**src/rtl/bus_req_responder.sv**
```systemverilog
// Request/acknowledge responder: captures a payload, hands it downstream, then acks after a minimum latency.
// Optional protocol checker enabled by defining BUS_REQ_RESPONDER_PROTO_CHK_EN.
//
// state | meaning
// IDLE  | no transaction outstanding
// WAIT  | payload captured; waiting for latency expiry and downstream handoff
// ACK   | single-cycle bus_ack; a new request may be accepted here
module bus_req_responder #(
  parameter int DATA_WIDTH = 32,
  parameter int LATENCY    = 2
) (
  input  logic                  clk,
  input  logic                  reset_l,
  input  logic                  bus_req,
  input  logic [DATA_WIDTH-1:0] bus_data,
  output logic                  bus_ack,
  output logic                  out_valid,
  output logic [DATA_WIDTH-1:0] out_data,
  input  logic                  out_ready,
  output logic                  busy,
  output logic                  proto_err
);

  typedef enum logic [1:0] {
    IDLE = 2'd0,
    WAIT = 2'd1,
    ACK  = 2'd2
  } state_t;

  localparam logic [3:0] CNT_LOAD = 4'(LATENCY - 1);

  state_t     state;
  state_t     state_nxt;
  logic [3:0] cnt;
  logic       done;
  logic       capture;
  logic       handoff;

  always_ff @(posedge clk or negedge reset_l) begin
    if (!reset_l) begin
      state <= IDLE;
    end else begin
      state <= state_nxt;
    end
  end

  always_comb begin
    state_nxt = state;
    capture   = 1'b0;
    handoff   = 1'b0;
    case (state)
      IDLE: begin
        if (bus_req) begin
          capture   = 1'b1;
          state_nxt = WAIT;
        end
      end
      WAIT: begin
        handoff = out_valid & out_ready;
        // terminal count alone is not enough: the payload must also have left
        if ((cnt == 4'd0) && (done || handoff)) begin
          state_nxt = ACK;
        end
      end
      ACK: begin
        if (bus_req) begin
          capture   = 1'b1;
          state_nxt = WAIT;
        end else begin
          state_nxt = IDLE;
        end
      end
      default: state_nxt = IDLE;
    endcase
  end

  always_ff @(posedge clk or negedge reset_l) begin
    if (!reset_l) begin
      bus_ack   <= 1'b0;
      out_valid <= 1'b0;
      out_data  <= '0;
      cnt       <= 4'd0;
      done      <= 1'b0;
    end else begin
      bus_ack <= (state_nxt == ACK);
      if (capture) begin
        out_data  <= bus_data;
        out_valid <= 1'b1;
        cnt       <= CNT_LOAD;
        done      <= 1'b0;
      end else if (state == WAIT) begin
        if (cnt != 4'd0) begin
          cnt <= cnt - 4'd1;
        end
        if (handoff) begin
          out_valid <= 1'b0;
          done      <= 1'b1;
        end
      end
    end
  end

  assign busy = (state != IDLE);

`ifdef BUS_REQ_RESPONDER_PROTO_CHK_EN
  always_ff @(posedge clk or negedge reset_l) begin
    if (!reset_l) begin
      proto_err <= 1'b0;
    end else if ((state == WAIT) && bus_req) begin
      proto_err <= 1'b1;
    end
  end
`else
  assign proto_err = 1'b0;
`endif

endmodule

```
**config.mk**
```make
export PLATFORM = sky130hd
export DESIGN_NAME = bus_req_responder
export DESIGN_NICKNAME = d
export VERILOG_FILES = /design/src/rtl/bus_req_responder.sv
export SDC_FILE = /design/constraint.sdc
export NUM_CORES = 1
export LEC_CHECK = 0
export ABC_AREA = 1
export BUFFER_PORTS_ARGS = -buffer_cell sky130_fd_sc_hd__buf_2
export CORE_MARGIN = 3
export CORE_UTILIZATION = 47
export CTS_CLUSTER_SIZE = 12
export DETAILED_ROUTE_END_ITERATION = 10
export HOLD_SLACK_MARGIN = 0.1
export PLACE_DENSITY = 0.79
export SLEW_MARGIN = 10
export SYNTH_ARGS = -nofsm -noshare
export SYNTH_HDL_FRONTEND = slang
export SYNTH_SLANG_ARGS = --single-unit
```
**constraint.sdc**
```tcl
create_clock -name clk -period 1.2 [get_ports clk]
set_input_delay 0.24 -clock clk [delete_from_list [all_inputs] [get_ports clk]]
set_output_delay 0.24 -clock clk [all_outputs]
set_load 0.01 [all_outputs]
```
==> impl_results.rst <==
.. list-table::
   :header-rows: 1

   * - Metric
     - Value
   * - Share of the core filled with cells
     - between 70% and 80%
   * - Placed insts
     - slightly above 300
   * - Maximum resistive drop on vdd
     - about 1600 uV
   * - Ratio of routed vias to standard cells
     - 4.68
   * - Starting DRC count in detailed routing
     - 90
   * - Terminating pin of the worst hold path
     - out_valid
   * - Fraction of layout cells with a size suffix above 1
     - between 30 and 40%
   * - Portion of the post-synthesis area used by sequential elements
     - around three fifths
   * - Total Power
     - 5.85 mW
   * - Die outline height
     - around 66 um
   * - Crit-path max FO
     - 2
   * - Reg-to-Reg Start
     - cnt[0]
   * - Maximum clock rate
     - just over 800 MHz
   * - Non-filler cells, final
     - 348
   * - Top area cells in the synthesized netlist
     - dfrtp_1, nand2_1, buf_6
   * - Delay of the slowest cell on the worst path
     - 0.40 ns
   * - Ys flop type
     - dfrtp_1
   * - Core Box Area
     - approximately 3400 um2
   * - Root Buffer Master
     - clkbuf_4
   * - Number of DRC violations after detailed routing
     - 0
   * - Number of max-cap violations
     - 0
   * - Dominant combinational cell family by area after synthesis
     - simple AND/OR/NAND/NOR gates
   * - Setup repair after global routing missed its margin
     - true
   * - Minimum setup slack among reg-to-reg paths
     - approximately 0.06 ns
   * - Final Cycle Share
     - 101%
   * - Horizontal die dimension
     - 66.1 um
   * - Violations in the final reports
     - negative setup slack
   * - Post-synth cell types
     - 19
   * - Die ar.
     - 4370 um2
   * - Kind of critical path
     - flop to output pin
   * - Status
     - finished with violations
   * - Total number of placement rows
     - 21
   * - Clk sinks
     - 41
   * - Type of the most critical hold path
     - input pin to flop
   * - Maximum number of pins on one net before global-route repair
     - 42
   * - Number of flops mapped to enable cells by yosys
     - 0
   * - Arrival time of data at the critical path endpoint
     - around 0.97 ns
   * - Post-Syn Nets
     - 230
   * - Number of instances on the worst hold path
     - 6
   * - Power density over the cells
     - ~2300 nW/um2
   * - Post-synthesis share of cell area spent on full adders, half adders and majority gates
     - around 1.5%
   * - Most common cell after layout, fill and taps aside
     - nand2_1
   * - Cell with the largest stage delay on the worst path
     - dfrtp_1
   * - Mapped Cells
     - roughly 190
   * - Initial antenna violation count
     - 0
   * - Reg2reg end
     - cnt[3]
   * - Remaining global-route overflow
     - 0
   * - Area share of the largest cell type after synthesis
     - about three fifths
   * - Effective utilization at floorplan
     - approximately half
   * - Fill cell total of the finished layout
     - 237
   * - Critical Path, Cell by Cell
     - inv_2 -> nand2_1 -> buf_2
   * - Wire length of the first global-routing pass
     - just over 7 mm
   * - HPWL after detailed placement
     - roughly 2.6 mm
   * - Final count of hold timing violations
     - 0
   * - Setup skew after layout
     - about 0.019 ns
   * - Post-synthesis sequential element count
     - 41
   * - Worst hold margin
     - approximately 0.28 ns
   * - Area used by sequential logic in the layout
     - slightly above 1000 um2
   * - Placer's final routability congestion estimate
     - around 0.7
   * - Placed cell areas
     - about 2100 um2
   * - 1st-pass router iterations
     - 4
   * - Number of cells traversed by the worst register-to-register path
     - 6
   * - Number of antenna-violating nets in the routed design
     - 0
   * - Final nets
     - 339
   * - Antenna cell count
     - 0
   * - Data required time of the critical path
     - roughly 0.96 ns
   * - Setup Total Neg Slack
     - -0.00897 ns
   * - Clock latency of the later-clocked register in the worst-skew pair
     - 0.35 ns
   * - Number of global-route vias before repair
     - 1627
   * - Synth Area in XOR/XNOR
     - less than 1%
   * - Via count
     - around 1600
   * - H-tree depth reported by CTS
     - 2
   * - Commonest cells after routing, fill and taps aside
     - nand2_1, buf_2, dfrtp_1
   * - Post-layout worst setup margin
     - -0.00897 ns
   * - Num ports
     - a little over 70
   * - Maximum number of buffers from clock root to sink
     - 2
   * - Register clock-pin slew on the reported worst setup and hold paths
     - 0.14 ns
   * - Synthesized cell area
     - around 1700 um2
   * - Time the worst path needs with I/O delays and setup
     - 1.21 ns
   * - Cell area after layout
     - between 2000 and 3000 um2
   * - Fraction of the mapped netlist area in simple logic gates
     - about 29%
   * - Largest area contributor in the synthesized netlist
     - dfrtp_1
   * - TritonCTS clock tree
     - done
   * - Cts bufs inserted
     - 5
   * - Complex-gate fraction of the synthesized area
     - under 10%
   * - Tot GR Track Use
     - 22.0%
   * - IO Port Bufs
     - 70
   * - Area used by multi-input combinational logic
     - roughly 570 um2
   * - Startpoint kind of the worst setup timing path
     - flop
   * - P&R area growth vs syn
     - 49.1%
   * - Multiplexer share of the synthesized area
     - 0%
   * - Number of max-slew violations in the final report
     - 0
   * - Startpoint of the most critical hold path
     - out_ready
   * - Synth async-reset ratio
     - 100%
   * - Average routed wire per standard cell
     - ~13 um
   * - Setup slack at placement
     - about 0.034 ns
   * - Count of endpoints failing setup in the final report
     - 1
   * - Standby leakage power
     - 1.45 nW
   * - Category of the worst setup path capture point
     - output pin
   * - Final WL
     - about 4.5 mm
   * - Average size of a mapped cell
     - ~8.8 um2
   * - Total of warnings raised by yosys
     - 0
[critical path: cells and delay by family, from the launching register on]
family / cells / cell delay, ns
buffers and inverters: 2 / 0.19
AND/OR/NAND/NOR: 1 / 0.04
flip-flops: 1 / 0.40
[logic make-up (layout without fill, tap and decap cells)]
kind of cell | after synthesis | in the layout
other | 1 | 1
buffers and inverters | 17 | 127
xor gates and xnor gates | 1 | 1
AOI/OAI and AO/OA | 6 | 6
DFF | 41 | 41
adders and majority gates | 2 | 2
and+or+nand+nor | 124 | 124
[worst max path at each step]
| stage | end | from | cells after the start |
|---|---|---|---|
| after floorplan | cnt[0] | cnt[0] | 6 |
| after global placement | cnt[0] | cnt[0] | 6 |
| after detailed placement | cnt[0] | cnt[0] | 6 |
| after CTS | busy | state[0] | 3 |
| after global routing | busy | state[0] | 3 |
| final | busy | state[0] | 3 |
[sequential cells by signal, indices dropped and copies added, names as in the netlist]
| name | cells |
|---|---|
| out_data | 32 |
| cnt | 4 |
| state | 2 |
| bus_ack | 1 |
| done | 1 |
| out_valid | 1 |
[report_power, final]
group | total, mW | internal, mW | switching (mW) | leakage [nW]
Combinational | 2.63 | 1.12 | 1.51 | 0.897
Sequential | 2.41 | 2.03 | 0.384 | 0.507
Clock | 0.816 | 0.351 | 0.465 | 0.0419
Total | 5.85 | 3.49 | 2.36 | 1.45
[cells in the mapped netlist (2+ instances only)]
library cell,instances
inv_1,7
nand2_4,3
buf_4,2
buf_6,3
inv_2,2
nand2_1,111
buf_2,2
dfrtp_1,41
o21ai_1,3
ha_1,2
nand3_1,4
nor2_1,5
[routing by layer]
| metal | routed length, um | vias up | global-route usage, % |
|---|---|---|---|
| met5 | 0 | - | 0 |
| met4 | 80 | 0 | 7.11 |
| met3 | 339 | 9 | 5.61 |
| met2 | 2310 | 80 | 39.0 |
| met1 | 1740 | 748 | 25.7 |
| li1 | - | 792 | - |
[repair_timing]
item / CTS / global route
hold buffers: 33 / 0
setup endpoints to repair: 1 / 6
gates resized for setup: 0 / 3
pin swaps: 1 / 0
hold endpoints to repair: 73 / 0
setup buffers: 1 / 0
[final cells by class]
class	instances	share of cell area, %
Tap cell	46	2.27
Clock buffer	7	2.57
Timing Repair Buffer	110	30.4
Multi-Input combinational cell	134	22.5
Sequential cell	41	40.5
Inverter	9	1.43
Clock inverter	1	0.346
No activity file was read; power rests on OpenSTA's default activity.
